**config.mk**
```make
export PLATFORM = sky130hd
export DESIGN_NAME = alu_mul_sequencer_flat
export DESIGN_NICKNAME = d
export VERILOG_FILES = /design/src/rtl/alu_mul_sequencer_if.sv /design/src/rtl/alu_mul_sequencer.sv /design/src/flat_wrapper.sv
export SDC_FILE = /design/constraint.sdc
export NUM_CORES = 1
export LEC_CHECK = 0
export ABC_AREA = 1
export CORE_ASPECT_RATIO = 1.4
export CORE_UTILIZATION = 44
export DETAILED_ROUTE_END_ITERATION = 16
export PLACE_DENSITY_LB_ADDON = 0.05
export SKIP_LAST_GASP = 1
export SLEW_MARGIN = 20
export SYNTH_ARGS = -nofsm -noshare
export SYNTH_HDL_FRONTEND = slang
export SYNTH_SLANG_ARGS = --single-unit
```
**constraint.sdc**
```tcl
create_clock -name Clock -period 3.5 [get_ports Clock]
set_clock_uncertainty 0.05 [all_clocks]
set_input_delay 0.35 -clock Clock [delete_from_list [all_inputs] [get_ports Clock]]
set_output_delay 0.35 -clock Clock [all_outputs]
set_load 0.01 [all_outputs]
```
**src/rtl/alu_mul_sequencer_if.sv**
```systemverilog
// alu_mul_sequencer_if
//   Groups the request/result handshake and the shared-ALU bus of the
//   shift-and-add multiply sequencer.
//   Request side : Start, Multiplicand, Multiplier -> Busy, Done, Product
//   ALU side     : ALU_FunSel, ALU_A, ALU_B, ALU_WF -> ALUOut (registered)
//   slave  modport: the sequencer
//   master modport: the requester plus the ALU (datapath side)
interface alu_mul_sequencer_if #(
    parameter int OP_WIDTH = 16
);
    localparam int PW = 2 * OP_WIDTH;

    logic                Start;
    logic [OP_WIDTH-1:0] Multiplicand;
    logic [OP_WIDTH-1:0] Multiplier;
    logic                Busy;
    logic                Done;
    logic [PW-1:0]       Product;
    logic [4:0]          ALU_FunSel;
    logic [PW-1:0]       ALU_A;
    logic [PW-1:0]       ALU_B;
    logic                ALU_WF;
    logic [PW-1:0]       ALUOut;

    modport slave (
        input  Start, Multiplicand, Multiplier, ALUOut,
        output Busy, Done, Product, ALU_FunSel, ALU_A, ALU_B, ALU_WF
    );

    modport master (
        output Start, Multiplicand, Multiplier, ALUOut,
        input  Busy, Done, Product, ALU_FunSel, ALU_A, ALU_B, ALU_WF
    );
endinterface

```
**src/rtl/alu_mul_sequencer.sv**
```systemverilog
// alu_mul_sequencer
//   Unsigned shift-and-add multiplier controller. Owns no adder: every add
//   and every left shift of the multiplicand is issued to the shared ALU,
//   whose registered result is captured one cycle after issue.
//   Ports:
//     Clock  - rising-edge clock
//     Reset  - asynchronous, active-high
//     bus    - alu_mul_sequencer_if.slave (request/result + ALU bus)
//   Optional build macro ALU_MUL_EARLY_EXIT_EN: finish as soon as the
//   remaining multiplier is zero instead of always running ITERS steps.
module alu_mul_sequencer #(
    parameter int OP_WIDTH = 16,
    parameter int ITERS    = OP_WIDTH
) (
    input  logic                 Clock,
    input  logic                 Reset,
    alu_mul_sequencer_if.slave   bus
);
    localparam int PW = 2 * OP_WIDTH;
    localparam int CW = $clog2(ITERS + 1);
    localparam logic [CW-1:0] ITERS_C = CW'(ITERS);

    localparam logic [4:0] FS_NOP = 5'b10000;
    localparam logic [4:0] FS_ADD = 5'b10100;
    localparam logic [4:0] FS_LSL = 5'b11011;

    typedef enum logic [2:0] {
        IDLE,
        CHECK,
        ADD_ISSUE,
        ADD_WAIT,
        SHIFT_ISSUE,
        SHIFT_WAIT,
        DONE
    } state_t;

    state_t              state, state_nx;
    logic [PW-1:0]       p_q;        // accumulator
    logic [PW-1:0]       m_q;        // multiplicand, shifted left each step
    logic [OP_WIDTH-1:0] q_q;        // multiplier bits not yet consumed
    logic [CW-1:0]       cnt_q;
    logic [PW-1:0]       product_q;
    logic                check_done;

    logic [4:0]          fun_sel;
    logic [PW-1:0]       alu_a;
    logic [PW-1:0]       alu_b;

`ifdef ALU_MUL_EARLY_EXIT_EN
    // Once no multiplier bits remain, further iterations only shift M.
    assign check_done = (cnt_q == ITERS_C) || (q_q == '0);
`else
    assign check_done = (cnt_q == ITERS_C);
`endif

    // State register
    always_ff @(posedge Clock or posedge Reset) begin
        if (Reset) state <= IDLE;
        else       state <= state_nx;
    end

    // Next-state decode
    always_comb begin
        state_nx = state;
        case (state)
            IDLE:        if (bus.Start) state_nx = CHECK;
            CHECK: begin
                if (check_done)  state_nx = DONE;
                else if (q_q[0]) state_nx = ADD_ISSUE;
                else             state_nx = SHIFT_ISSUE;
            end
            ADD_ISSUE:   state_nx = ADD_WAIT;
            ADD_WAIT:    state_nx = SHIFT_ISSUE;
            SHIFT_ISSUE: state_nx = SHIFT_WAIT;
            SHIFT_WAIT:  state_nx = CHECK;
            DONE:        state_nx = IDLE;
            default:     state_nx = IDLE;
        endcase
    end

    // Datapath registers. ALUOut is sampled in the WAIT state, i.e. on the
    // edge after the ALU latched the result of the preceding ISSUE cycle.
    always_ff @(posedge Clock or posedge Reset) begin
        if (Reset) begin
            p_q       <= '0;
            m_q       <= '0;
            q_q       <= '0;
            cnt_q     <= '0;
            product_q <= '0;
        end else begin
            case (state)
                IDLE: begin
                    if (bus.Start) begin
                        p_q   <= '0;
                        m_q   <= {{OP_WIDTH{1'b0}}, bus.Multiplicand};
                        q_q   <= bus.Multiplier;
                        cnt_q <= '0;
                    end
                end
                // Product is loaded on the edge entering DONE so it is
                // already valid while Done is high.
                CHECK:      if (check_done) product_q <= p_q;
                ADD_WAIT:   p_q <= bus.ALUOut;
                SHIFT_WAIT: begin
                    m_q   <= bus.ALUOut;
                    q_q   <= q_q >> 1;
                    cnt_q <= cnt_q + CW'(1);
                end
                default: ;
            endcase
        end
    end

    // ALU drive: pure decode of state and registers
    always_comb begin
        fun_sel = FS_NOP;
        alu_a   = '0;
        alu_b   = '0;
        case (state)
            ADD_ISSUE: begin
                fun_sel = FS_ADD;
                alu_a   = p_q;
                alu_b   = m_q;
            end
            SHIFT_ISSUE: begin
                fun_sel = FS_LSL;
                alu_a   = m_q;
            end
            default: ;
        endcase
    end

    assign bus.ALU_FunSel = fun_sel;
    assign bus.ALU_A      = alu_a;
    assign bus.ALU_B      = alu_b;
    assign bus.ALU_WF     = 1'b0;     // never disturb ALU flags
    assign bus.Busy       = (state != IDLE);
    assign bus.Done       = (state == DONE);
    assign bus.Product    = product_q;
endmodule

```
**src/flat_wrapper.sv**
```systemverilog
// flat-port wrapper written by rule: the top's interface ports become plain ports
module alu_mul_sequencer_flat 
#(
    parameter int OP_WIDTH = 16,
    parameter int ITERS    = OP_WIDTH
)
  (Clock, Reset, bus_Start, bus_Multiplicand, bus_Multiplier, bus_ALUOut, bus_Busy, bus_Done, bus_Product, bus_ALU_FunSel, bus_ALU_A, bus_ALU_B, bus_ALU_WF);
  alu_mul_sequencer_if #(.OP_WIDTH(OP_WIDTH)) bus_i ();
  input  logic Clock;
  input  logic Reset;
  input wire logic [$bits(bus_i.Start)-1:0] bus_Start;
  input wire logic [$bits(bus_i.Multiplicand)-1:0] bus_Multiplicand;
  input wire logic [$bits(bus_i.Multiplier)-1:0] bus_Multiplier;
  input wire logic [$bits(bus_i.ALUOut)-1:0] bus_ALUOut;
  output wire logic [$bits(bus_i.Busy)-1:0] bus_Busy;
  output wire logic [$bits(bus_i.Done)-1:0] bus_Done;
  output wire logic [$bits(bus_i.Product)-1:0] bus_Product;
  output wire logic [$bits(bus_i.ALU_FunSel)-1:0] bus_ALU_FunSel;
  output wire logic [$bits(bus_i.ALU_A)-1:0] bus_ALU_A;
  output wire logic [$bits(bus_i.ALU_B)-1:0] bus_ALU_B;
  output wire logic [$bits(bus_i.ALU_WF)-1:0] bus_ALU_WF;
  assign bus_i.Start = bus_Start;
  assign bus_i.Multiplicand = bus_Multiplicand;
  assign bus_i.Multiplier = bus_Multiplier;
  assign bus_i.ALUOut = bus_ALUOut;
  assign bus_Busy = bus_i.Busy;
  assign bus_Done = bus_i.Done;
  assign bus_Product = bus_i.Product;
  assign bus_ALU_FunSel = bus_i.ALU_FunSel;
  assign bus_ALU_A = bus_i.ALU_A;
  assign bus_ALU_B = bus_i.ALU_B;
  assign bus_ALU_WF = bus_i.ALU_WF;
  alu_mul_sequencer #(.OP_WIDTH(OP_WIDTH), .ITERS(ITERS)) u_core (.Clock(Clock), .Reset(Reset), .bus(bus_i));
endmodule
```
### Yosys cells after proc, flatten, opt, wreduce, memory -nomap -nowiden

Index checks and enable logic that the tools add are counted.

* bits in registers: 120
* bits of input ports: 67
* output and inout bits: 104
* word-level logic and storage cells: 37

* add/sub/neg operators: 1
* eq/ne operators: 8
* mux-type cells: 15
* reduce and logical (&&, ||, !) cells: 7

Operator list (number)
* $pmux W32 S2: 3
* $mux W32: 3
* $pmux W16 S2: 1
* $pmux W3 S6: 1
* $mux W16: 1
* $pmux W5 S2: 1
* $eq A3 B3 Y1 const B: 3
* $mux W3: 3
* $pmux W4 S2: 1
* $eq A3 B2 Y1 const B: 2
* $reduce_and A2 Y1: 3
* $add A5 B1 Y5 const B: 1
* $eq A5 B5 Y1 const B: 1
* $mux W5: 1
* $reduce_bool A2 Y1: 2
* $eq A3 B1 Y1 const B: 1
* $logic_not A3 Y1: 1
* $reduce_bool A3 Y1: 1
* $ne A2 B2 Y1 const B: 1

### Logic depth before layout (Yosys ltp)

* depth after elaboration: 3
* depth in mapped cells: 9
* depth with buffers taken out: 7

### Worst setup path after synthesis

No wires, ideal clock.

* kind: register to output
* start: reg u_core.state[0]
* end: out bus_ALU_A[11]
* arrival: 1195 ps
* data required time: 3100 ps
* setup slack: 1905 ps
* stages on the path, launching flop included: 6
* path buffers: 2
* path through: dfrtp_1 -> buf_6 -> nor2_4 -> nand2_1 -> clkbuf_1 -> o21ai_0

* longest elaborated chain between the ends: 2
* elaborated cells on any way between the ends: 3
* classes of those cells: 2 x eq/ne; 1 x mux

RTL lines
* start: declaration: line alu_mul_sequencer.sv:37 `state_t state, state_nx;`
* start signal: assignment: line alu_mul_sequencer.sv:59 `else state <= state_nx;`
* $eq A3 B3 Y1 or $eq A3 B2 Y1 (tied branches): line alu_mul_sequencer.sv:119 `case (state)`
* $pmux W32 S2 *: line alu_mul_sequencer.sv:119
* end: declaration: line flat_wrapper.sv:19 `output wire logic [$bits(bus_i.ALU_A)-1:0] bus_ALU_A;`

Mark *: on every way between the ends. The rest lies on a longest branch, timed or not.

### Worst setup path in the final report

* start: reg u_core.state[0]
* end: out bus_ALU_A[4]

Same word-level chain as after synthesis.

==> impl_metrics.toml <==
[timing]
setup_viol = 0
worst_pin_slew_ps = 1069
hold_violations = 0
whs_ps = 250.1
setup_tns_ps = 0
fin_crit_ps = 3167
rsz0062_at_grt = "false"
period_share_pct = 90.48
clock.fmax_mhz = 315.8
slew_headroom_pct = 28.31
finalMaxSlewViolations = 0

[grt]
antenna_found_initial = 1
grt_max_degree = 72
grt_first_pass_wirelength_mm = 28.92
grt_overflow = 0
grt_pass1_vias = 5721
track_usage_pct = 26.22

[finish]
final_common_cell = "nand2_1"
fin_nets = 1008
final_cell_mix = "335 x nand2_1, 168 x clkdlybuf4s50_1, 124 x nand3_1"
nFillCells = 1258
drive_gt1_share_pct = 5.882
syn2layout_area_growth_pct = 37.10

[worst_setup_path]
cp_max_fo = 36
cp_top_family = "buffers and inverters"
crit_chain = "buf_4 > nor2_2 > nand2_2 > inv_2 > nand2_1 > o21ai_0 > clkdlybuf4s50_1"
slowest_delay_ps = 560
cp-end-kind = "output pin"
critical_path_class = "flip-flop to output pin"
startpoint_type = "flip-flop"
worst-path-buf-inv = 3
cpMaxStageDelayCell = "clkdlybuf4s50_1"
required_ps = 3100
cp.arrival_ps = 2770

[die]
rows = 50
die_area_um2 = 14300
coreArea_um2 = 13450
die_y_um = 141.1
die_w_um = 101.4
io_pins = 171
initial_core_util_pct = 45.21

[clock_network]
htree_levels = 4
cts.sinks = 120
cts_hold_buf = 0
postCtsSetupBuffers = 0
cts_buffers = 17
cts_resized = 0
cts_buffer_depth = 2
clk_latency_ps = 410
cts-root-buf = "clkbuf_16"
clk_pin_slew_ps = 60
cts_tree = "yes"

[detailed_routing]
viasPerCell = 5.246
wl_met3_um = 894
firstDrtPassIters = 5
wl_per_cell_um = 15.81
wl_met2_mm = 8.950
drtIter0Drc = 360
drc = 0
wirelength_mm = 17.94
dr.max_layer_used = "met4"
wl_met1_mm = 7.581
drtAntennaViolNets = 0
via_count = 5954

[synth]
synth_top_family_by_area = "simple AND/OR/NAND/NOR gates"
muxShareOfSynthArea_pct = 0
ys_top_cells_by_area = "dfrtp_1 49%, nand2_1 21%, nand3_1 10%, nand4_1 3.5%, inv_1 2.7%"
syn-num-nets = 874
yosys.area_share.xor_xnor_pct = 0
yosys.area_share.adder_pct = 0.4115
ys_seq_elements = 120
yosysWarnings = 0
ys_types = 25
synth_area_um2 = 6081
synth_top_cell_area_share_pct = 49.38
yosysTopAreaCell = "dfrtp_1"
syn_inst = 805
ys_seq_area_share_pct = 49.38
synth_area_per_cell_um2 = 7.554
synth-simple-area-share_pct = 38.11
synth_compound_area_share_pct = 2.737

[placement]
place_congestion = 0.8640
dpl.hpwl_mm = 12.05
io_buffers = 168

[power]
peakVddDrop_v = 0.0005571
power_density_nw_per_um2 = 803.9
leakage_nw = 4.145

[hold_path]
worstHoldPathType = "input port to async pin"

[job]
cap_violations = 0

[run_status]
status = "finished, final reports clean"
==> logic make-up after synthesis <==
kind of cell,count (synthesis)
buffers and inverters,110
flip-flops,120
AND/OR/NAND/NOR,538
AO/OA/AOI/OAI,33
adder cells (fa/ha/maj),2
other,2
==> sequential cells by signal (all words and copies together) (netlist names) <==
| register | flops |
|---|---|
| u_core.p_q | 32 |
| u_core.cnt_q | 5 |
| u_core.bus.Product | 32 |
| u_core.state | 3 |
| u_core.q_q | 16 |
| u_core.m_q | 32 |
==> worst reg2reg max path, delay by kind of cell (launching register included) <==
kind | cells | cell delay (ps)
and+or+nand+nor | 3 | 530
DFF | 1 | 690
buffers and inverters | 2 | 950
==> Yosys cell counts <==
cell type and n:
nand2_2 1, clkbuf_1 18, nor2_4 3, nand2_1 335, dfrtp_1 120, nor2_1 34
nand3_2 3, o22ai_1 1, ha_1 2, buf_2 22, buf_6 8, nor3_1 1
o21ai_0 25, inv_2 1, buf_1 1, nand4_1 34, or2_2 1, nand2_4 1
nand3_1 124, inv_1 43, nor2_2 1, conb_1 2, inv_4 2, o21ai_1 7
buf_4 15
==> where the power goes <==
part	internal [mW]	switching, mW
registers	1.94	0.470
clock network	1.15	0.657
logic	0.943	1.55
total	4.03	2.67
==> final timing paths <==
| path | startpoint | end | slack (ps) | cells past startpoint |
|---|---|---|---|---|
| min in group Clock | u_core.bus.Product[8] | u_core.bus.Product[8] | 420 | 2 |
| hold / removal | Reset | u_core.m_q[13] | 250 | 2 |
| setup reg to reg | u_core.state[2] | u_core.state[2] | 1140 | 5 |
| hold reg to reg | u_core.bus.Product[8] | u_core.bus.Product[8] | 420 | 2 |
| max in group asynchronous | Reset | u_core.m_q[9] | 2380 | 3 |
| setup / recovery | u_core.state[0] | bus_ALU_A[4] | 330 | 7 |
==> final cells by class <==
type / count / area, um^2 / area share, %
flip-flops and latches: 120 / 3003 / 36.02
multi-input cells: 575 / 2531 / 30.36
repair buffers: 179 / 1777 / 21.31
clock buffers: 19 / 442.9 / 5.313
well taps: 182 / 227.7 / 2.731
inverters: 46 / 181.4 / 2.176
clock inverters: 13 / 171.4 / 2.056
diodes: 1 / 2.502 / 0.03002
==> metrics by stage <==
stage	utilization, %	setup WS (ps)	area, um^2	instances	power [mW]
CTS	61.96	339.0	8334	1134	6.722
global placement	57.40	851.2	7720	1102	4.811
finish	61.98	333.3	8337	1135	6.702
detailed placement	57.40	777.5	7720	1102	4.902
floorplan	-	1631	6085	805	3.990
global route	61.98	145.2	8337	1135	7.149
==> layer usage <==
metal	global-route usage, %	vias to the layer above
met1	34.01	2843
met4	10.60	0
met2	42.79	222
met3	5.057	33
met5	0	-
li1	-	2856
Note: power is estimated with default switching activity, not from simulation.
